<file path="config.mk">
export PLATFORM = sky130hd
export DESIGN_NAME = shift_add_accumulator_flat
export DESIGN_NICKNAME = d
export VERILOG_FILES = /design/src/rtl/mult_pkg.sv /design/src/rtl/shift_add_accumulator_if.sv /design/src/rtl/pp_row_reg.sv /design/src/rtl/shift_add_accumulator.sv /design/src/flat_wrapper.sv
export SDC_FILE = /design/constraint.sdc
export NUM_CORES = 1
export LEC_CHECK = 0
export BUFFER_PORTS_ARGS = -buffer_cell sky130_fd_sc_hd__buf_2
export CAP_MARGIN = 20
export CORE_MARGIN = 3
export CORE_UTILIZATION = 60
export DETAILED_ROUTE_END_ITERATION = 8
export PLACE_DENSITY = 0.88
export SYNTH_ARGS = -nofsm -noshare
export SYNTH_HDL_FRONTEND = slang
export SYNTH_HIERARCHICAL = 1
export SYNTH_SLANG_ARGS = --single-unit
</file>
<file path="constraint.sdc">
create_clock -name clk -period 4.8 [get_ports clk]
set_input_delay 1.2 -clock clk [delete_from_list [all_inputs] [get_ports clk]]
set_output_delay 1.2 -clock clk [all_outputs]
set_load 0.1 [all_outputs]
</file>
<file path="src/rtl/mult_pkg.sv">
// Shared constants, FSM state type and column-truncation helper for the
// bit-serial shift-add multiplier back end.
package mult_pkg;

   localparam int WIDTH  = 16;
   localparam int PROD_W = 2 * WIDTH;

   typedef enum logic [1:0] {
      IDLE  = 2'd0,
      RUN   = 2'd1,
      DRAIN = 2'd2
   } state_t;

   // Clears product columns [trunc-1:0]; trunc >= PROD_W clears everything.
   function automatic logic [PROD_W-1:0] mask(input logic [PROD_W-1:0] x,
                                              input int unsigned   trunc);
      logic [PROD_W-1:0] keep;
      keep = '1;
      keep = keep << trunc;
      return x & keep;
   endfunction

endpackage

</file>
<file path="src/rtl/shift_add_accumulator_if.sv">
// Request/result bundle between the multiplier front end and the
// shift-add accumulator.
interface shift_add_accumulator_if #(
   parameter int WIDTH = mult_pkg::WIDTH
);
   logic               start;
   logic [WIDTH-1:0]   a;
   logic [WIDTH-1:0]   b;
   logic               ready;
   logic               done;
   logic [2*WIDTH-1:0] product;

   modport master (
      output start, a, b,
      input  ready, done, product
   );

   modport slave (
      input  start, a, b,
      output ready, done, product
   );
endinterface

</file>
<file path="src/rtl/pp_row_reg.sv">
// Registered partial-product row: operand ANDed with one multiplier bit,
// loaded when en is high, cleared synchronously by rst_n.
module pp_row_reg #(
   parameter int WIDTH = mult_pkg::WIDTH
) (
   input  logic             clk,
   input  logic             rst_n,
   input  logic             en,
   input  logic [WIDTH-1:0] operand,
   input  logic             mbit,
   output logic [WIDTH-1:0] row
);
   logic [WIDTH-1:0] and_row;

   genvar gi;
   generate
      for (gi = 0; gi < WIDTH; gi++) begin : g_and
         assign and_row[gi] = operand[gi] & mbit;
      end
   endgenerate

   always_ff @(posedge clk) begin
      if (!rst_n) begin
         row <= '0;
      end else if (en) begin
         row <= and_row;
      end
   end
endmodule

</file>
<file path="src/rtl/shift_add_accumulator.sv">
// Bit-serial unsigned multiplier back end: one partial-product row per cycle,
// accumulated shifted (optionally low-column truncated) into a 2*WIDTH product.
module shift_add_accumulator #(
   parameter int WIDTH = mult_pkg::WIDTH,
   parameter int TRUNC = 0
) (
   input  logic                    clk,
   input  logic                    rst_n,
   shift_add_accumulator_if.slave  bus
);
   import mult_pkg::*;

   localparam int CW = $clog2(WIDTH);
   localparam int PW = 2 * WIDTH;

   state_t            state_reg;
   state_t            state_next;
   logic [WIDTH-1:0]  a_reg;
   logic [WIDTH-1:0]  b_reg;
   logic [CW-1:0]     count_reg;
   logic [CW-1:0]     row_idx_reg;
   logic [PW-1:0]     acc_reg;
   logic [PW-1:0]     product_reg;
   logic              done_reg;

   logic [WIDTH-1:0]  row;
   logic              row_en;
   logic              accept;
   logic [PW-1:0]     shifted;
   logic [PW-1:0]     addend;
   logic [PW-1:0]     sum;

   always_ff @(posedge clk) begin
      if (!rst_n) begin
         state_reg <= IDLE;
      end else begin
         state_reg <= state_next;
      end
   end

   always_comb begin
      state_next = state_reg;
      accept     = 1'b0;
      row_en     = 1'b0;
      case (state_reg)
         IDLE: begin
            if (bus.start) begin
               accept     = 1'b1;
               state_next = RUN;
            end
         end
         RUN: begin
            row_en = 1'b1;
            if (count_reg == CW'(WIDTH - 1)) begin
               state_next = DRAIN;
            end
         end
         DRAIN:   state_next = IDLE;
         default: state_next = IDLE;
      endcase
   end

   pp_row_reg #(
      .WIDTH (WIDTH)
   ) u_row (
      .clk     (clk),
      .rst_n   (rst_n),
      .en      (row_en),
      .operand (a_reg),
      .mbit    (b_reg[count_reg]),
      .row     (row)
   );

   // The row registered last cycle is weighted by the bit index it came from.
   always_comb begin
      shifted = PW'(row);
      shifted = shifted << row_idx_reg;
      addend  = PW'(mask(PROD_W'(shifted), TRUNC));
      sum     = acc_reg + addend;
   end

   always_ff @(posedge clk) begin
      if (!rst_n) begin
         a_reg       <= '0;
         b_reg       <= '0;
         count_reg   <= '0;
         row_idx_reg <= '0;
         acc_reg     <= '0;
         product_reg <= '0;
         done_reg    <= 1'b0;
      end else begin
         done_reg <= 1'b0;
         case (state_reg)
            IDLE: begin
               if (accept) begin
                  a_reg     <= bus.a;
                  b_reg     <= bus.b;
                  count_reg <= '0;
                  acc_reg   <= '0;
               end
            end
            RUN: begin
               row_idx_reg <= count_reg;
               count_reg   <= count_reg + 1'b1;
               // No row is registered yet on the first RUN cycle.
               if (count_reg != '0) begin
                  acc_reg <= sum;
               end
            end
            DRAIN: begin
               product_reg <= sum;
               done_reg    <= 1'b1;
            end
            default: ;
         endcase
      end
   end

   assign bus.ready   = (state_reg == IDLE);
   assign bus.done    = done_reg;
   assign bus.product = product_reg;
endmodule

</file>
<file path="src/flat_wrapper.sv">
// flat-port wrapper written by rule: the top's interface ports become plain ports
module shift_add_accumulator_flat import mult_pkg::*;
#(
   parameter int WIDTH = mult_pkg::WIDTH,
   parameter int TRUNC = 0
)
  (clk, rst_n, bus_start, bus_a, bus_b, bus_ready, bus_done, bus_product);
  shift_add_accumulator_if #(.WIDTH(WIDTH)) bus_i ();
  input  logic clk;
  input  logic rst_n;
  input wire logic [$bits(bus_i.start)-1:0] bus_start;
  input wire logic [$bits(bus_i.a)-1:0] bus_a;
  input wire logic [$bits(bus_i.b)-1:0] bus_b;
  output wire logic [$bits(bus_i.ready)-1:0] bus_ready;
  output wire logic [$bits(bus_i.done)-1:0] bus_done;
  output wire logic [$bits(bus_i.product)-1:0] bus_product;
  assign bus_i.start = bus_start;
  assign bus_i.a = bus_a;
  assign bus_i.b = bus_b;
  assign bus_ready = bus_i.ready;
  assign bus_done = bus_i.done;
  assign bus_product = bus_i.product;
  shift_add_accumulator #(.WIDTH(WIDTH), .TRUNC(TRUNC)) u_core (.clk(clk), .rst_n(rst_n), .bus(bus_i));
endmodule
</file>
# Word level (Yosys, flattened, before mapping)
# Index checks and enable logic that the tools add are counted.
word_totals:
  ff_bits: 123
  input_bits: 35
  out_inout_bits: 34
  word_cells: 57
classes:
  add_sub_neg: 2
  magnitude_cmp: 1
  n_eq_ne: 7
  shift: 1
  n_mux: 14
  bitwise: 16
  reduce_logical: 7
op_table:
  columns: ["op", "count"]
  rows:
  - ["2-to-1 mux 32 bit", 2]
  - ["one-hot mux 32 bit (2 select lines)", 1]
  - ["adder 32 bit", 1]
  - ["left shift 16 x 4 -> 32 bit", 1]
  - ["bitwise AND 1 bit", 16]
  - ["one-hot mux 4 bit (2 select lines)", 1]
  - ["inequality test 2 x 1 -> 1 bit, second input constant", 3]
  - ["AND reduction 2 bit", 3]
  - ["less-than comparator 4 x 5 -> 1 bit, second input constant", 1]
  - ["2-to-1 mux 1 bit", 5]
  - ["adder 4 x 1 -> 4 bit, second input constant", 1]
  - ["binary-select mux 1 bit (select 4 bit)", 1]
  - ["== test 4 bit, second input constant", 1]
  - ["2-to-1 mux 2 bit", 2]
  - ["2-to-1 mux 4 bit", 1]
  - ["one-hot mux 2 bit (2 select lines)", 1]
  - ["nonzero test 4 bit", 1]
  - ["AND reduction 3 bit", 1]
  - ["== test 2 x 1 -> 1 bit, second input constant", 1]
  - ["== test 2 bit, second input constant", 1]
  - ["zero test 2 bit", 1]
  - ["inequality test 2 bit, second input constant", 1]
  - ["nonzero test 2 bit", 1]

# Depth between registers and ports, before layout
logic_depth:
  word_depth: 4
  ltp_mapped: 18
  mapped_depth_nobuf: 16

# Cells and area by module
# The synthesis kept the hierarchy.
by_module_without_submodules:
  columns: ["module", "n_inst", "cells_per_inst", "area_each_um2", "seq_area_each_um2"]
  rows:
  - ["shift_add_accumulator", 1, 807, 6314.8, 2142.1]
  - ["pp_row_reg", 1, 72, 679.4, 320.3]

# Worst setup path before layout
# No wires, ideal clock.
synth_timing:
  kind: "register to register"
  start: "register u_core.row_idx_reg[1]"
  end: "register u_core.acc_reg[29]"
  setup_time_ns: 0.117
  t_arrival_ns: 3.391
  required_time_ns: 4.683
  setup_slack_ns: 1.291
  path_stages_with_launch: 15
  n_path_buf: 2
  period_less_slack_ns: 3.509
  cell_sequence: "dfxtp_1 -> buf_1 -> buf_2 -> mux2i_1 -> a21oi_1 -> a21boi_0 -> nor2_1 -> ha_1 -> a21o_1 -> o21bai_4 -> o2111ai_2 -> o31ai_2 -> and2_4 -> or4_4 -> a32o_1"
synth_via:
  elab_chain_len: 4
synth_lines:
  columns: ["item", "line_no", "source"]
  rows:
  - ["start, declared", "shift_add_accumulator.sv:21", "logic [CW-1:0] row_idx_reg;"]
  - ["start signal, assigned", "shift_add_accumulator.sv:103", "row_idx_reg <= count_reg;"]
  - ["left shift 16 x 4 -> 32 bit", "shift_add_accumulator.sv:77", "shifted = shifted << row_idx_reg;"]
  - ["adder 32 bit", "shift_add_accumulator.sv:79", "sum = acc_reg + addend;"]
  - ["2-to-1 mux 32 bit", "shift_add_accumulator.sv:106", "if (count_reg != '0) begin"]
  - ["one-hot mux 32 bit (2 select lines)", "shift_add_accumulator.sv:93", "case (state_reg)"]
  - ["end signal, assigned", "shift_add_accumulator.sv:107", "acc_reg <= sum;"]
  - ["end, declared", "shift_add_accumulator.sv:22", "logic [PW-1:0] acc_reg;"]
# Every way passes these cells. The select of a mux whose other input is x is not followed.
# A chain may end at the register's enable or synchronous reset.

# Worst setup path in the final report
layout_timing:
  start: "register u_core.row_idx_reg[1]"
  end: "register u_core.product_reg[28], in the netlist u_core/bus.product[28]"
layout_via:
  elab_chain_len: 2
layout_lines:
  columns: ["item", "line_no", "source"]
  rows:
  - ["left shift 16 x 4 -> 32 bit", "shift_add_accumulator.sv:77", null]
  - ["adder 32 bit", "shift_add_accumulator.sv:79", null]
  - ["end signal, assigned", "shift_add_accumulator.sv:111", "product_reg <= sum;"]
  - ["end, declared", "shift_add_accumulator.sv:23", "logic [PW-1:0] product_reg;"]
# Every way passes these cells.

==> flow_summary_export.csv <==
group,metric,value,unit
logic_synthesis,ys_ff_latch,123,
worst_setup_path,crit_fanout,23,
clock_network,path_clk_slew,0.06,ns
min_path,hold_class,"reg2reg",
clock_network,ctsResizeCount,0,
cells_and_area,regArea,0.00246,mm2
timing,slew_violations,0,
timing,finalHoldViolations,0,
grt,grt_pass1_vias,5955,
timing,relSlewSlack,35.7,%
placed_design,place_congestion,0.956,
power_and_ir_drop,powerDensity,311,mW/mm2
logic_synthesis,syn_nets,948,
cells_and_area,fillers,918,
clock_network,cts-root-buf,"clkbuf_16",
floorplanning,die_h,114,um
floorplanning,rows,38,
outcome,status,"finished, final reports clean",
timing,fin_ws,0.774,ns
timing,rsz0062_at_grt,"false",
route,wl,16200,um
grt,antenna_found_initial,0,
grt,grt_use_total,26.0,%
cells_and_area,syn_to_final_growth,12.9,%
logic_synthesis,yosysUniqueCellTypes,63,
logic_synthesis,postSynth.asyncResetShare,0,%
grt,grt_max_degree,82,
clock_network,cts_hold_buf,0,
timing,min_period_over_period,83.9,%
logic_synthesis,ys_seq_area_share,35.2,%
clock_network,cts_buffers,17,
logic_synthesis,ys.flop_type,"dfxtp_1",
floorplanning,start_util,62.9,%
logic_synthesis,synth_edf_count,0,
clock_network,postCtsSetupRepairBufs,0,
route,ant_nets,0,
placed_design,hpwlAfterDp,11500,um
worst_setup_path,worst_ep_required_time,5.11,ns
logic_synthesis,avgSynthCellArea,7.96,um2
clock_network,ctsHtreeMaxLevel,4,
timing,tns,0,ns
cells_and_area,fin_util,71.0,%
power_and_ir_drop,vdd.ir_drop.worst,0.323,mV
power_and_ir_drop,p_leak,3.29,nW
timing,setup_viol,0,
logic_synthesis,yosys_warnings,6,
timing,fin_crit,4.03,ns
placed_design,place_worst_setup_slack,0.853,ns
route,drc,0,
timing,final.setup_skew,0.00893,ns
clock_network,clock_latency,0.43,ns
cells_and_area,num-nets-final,986,
logic_synthesis,synthCells,879,
clock_network,clockBufferDepth,2,
grt,grt_pass1_wl,27600,um
worst_setup_path,critical_path_class,"reg2reg",
route,detail_route.iter0.violations,481,
grt,grt_overflow,0,
cells_and_area,multi_input_area,0.00422,mm2
timing,clock.fmax,248,MHz
route,routedWlPerCell,15.1,um
floorplanning,core_area,0.0111,mm2
clock_network,cts_sinks,123,
cells_and_area,drive_gt1_share,15.6,%
logic_synthesis,synthesis.area,0.00699,mm2
job,max-cap-violations,0,
floorplanning,die_w,114,um
worst_setup_path,worst_ep_arrival_time,4.34,ns
worst_setup_path,endpoint_kind,"flop",
route,via_per_inst,5.96,
route,vias,6385,
route,dr.pass1.iters,8,
timing,tightest_slew,0.965,ns
clock_network,cts_tree,"done",
placed_design,placement.io_buffers,68,
floorplanning,num_io_pins,69,
floorplanning,die-area,0.0130,mm2
worst_setup_path,critPathLaunchType,"flop",
final cells by class:
cell class,count,area share [%]
inverters,10,0.475
flip-flops and latches,123,31.2
diodes,1,0.0317
repair buffers,77,5.17
clock inverters,13,1.79
clock buffers,19,5.74
well taps,140,2.22
multi-input cells,688,53.4
through the flow:
step	cell area, um2	hold slack (ns)	instances	power (mW)
after floorplan	6990	0.430	879	1.18
after global placement	7290	0.440	1037	1.21
after detailed placement	7290	0.445	1037	1.21
after CTS	7890	0.453	1069	2.47
after global routing	7890	0.475	1070	2.54
final	7900	0.449	1071	2.46
metal layers:
metal | vias up | GRT usage (%) | part of all wire (%)
met5 | - | 0 | 0
met4 | 0 | 10.5 | 2.3
li1 | 3192 | - | -
met1 | 2964 | 32.8 | 44
met3 | 26 | 6.95 | 6.6
met2 | 203 | 42.2 | 47
Yosys cell counts (10+ instances only):
library cell | count | area share [%]
nor2_1 | 69 | 3.7
nand3_1 | 25 | 1.8
a31oi_1 | 10 | 0.89
nor3_1 | 14 | 1.0
a21oi_1 | 104 | 7.4
o21ai_0 | 30 | 2.1
nand4_1 | 21 | 1.9
dfxtp_1 | 123 | 35
xnor2_1 | 19 | 2.4
mux4_2 | 10 | 3.2
a21o_1 | 17 | 1.8
nand2_1 | 186 | 10
ha_1 | 33 | 5.9
clkbuf_1 | 41 | 2.2
a22oi_1 | 18 | 1.9
nand3b_1 | 16 | 1.7
mux2i_1 | 11 | 1.6
critical path: stages, from the launching register on:
cell and delay, ns:
dfxtp_1 0.87, mux2_2 0.42, o21ai_0 0.29, nor2_1 0.07
a21oi_1 0.20, a21oi_1 0.12, ha_1 0.36, a21oi_1 0.18
o21bai_1 0.11, nor3b_1 0.26, nand3_1 0.22, a41oi_2 0.31
nor2_1 0.08, mux2i_1 0.12, a311o_1 0.31
kinds of logic after synthesis:
logic type / share of synthesized area (%)
xor gates and xnor gates: 3.51
buffers and inverters: 4.54
adders and majority gates: 6.19
DFF: 35.2
muxes: 6.08
and+or+nand+nor: 23.5
AOI/OAI and AO/OA: 20.9
report_power, final:
part           switching, mW  internal, mW  leakage [nW]
Combinational         0.0886        0.0445          2.01
Sequential            0.0146          1.04         0.996
Clock                  0.475         0.792         0.286
Total                  0.578          1.88          3.29
worst paths after layout:
kind,from,endpoint,slack (ns),cells past startpoint
setup / recovery,u_core/row_idx_reg[1],u_core/bus.product[28],0.77,14
hold / removal,u_core/bus.product[17],u_core/bus.product[17],0.45,2
setup reg to reg,u_core/row_idx_reg[1],u_core/bus.product[28],0.77,14
hold reg to reg,u_core/bus.product[17],u_core/bus.product[17],0.45,2
placed cells by master (no fill, tap or decap), types with 14 or more instances in the layout:
cell type  count
a21o_1        17
a21oi_1      104
a22oi_1       18
buf_2         68
clkbuf_16     17
dfxtp_1      123
ha_1          33
nand2_1      186
nand3_1       25
nand3b_1      16
nand4_1       21
nor2_1        69
nor3_1        14
o21ai_0       30
xnor2_1       19
Power figures use the tool's default switching activity.
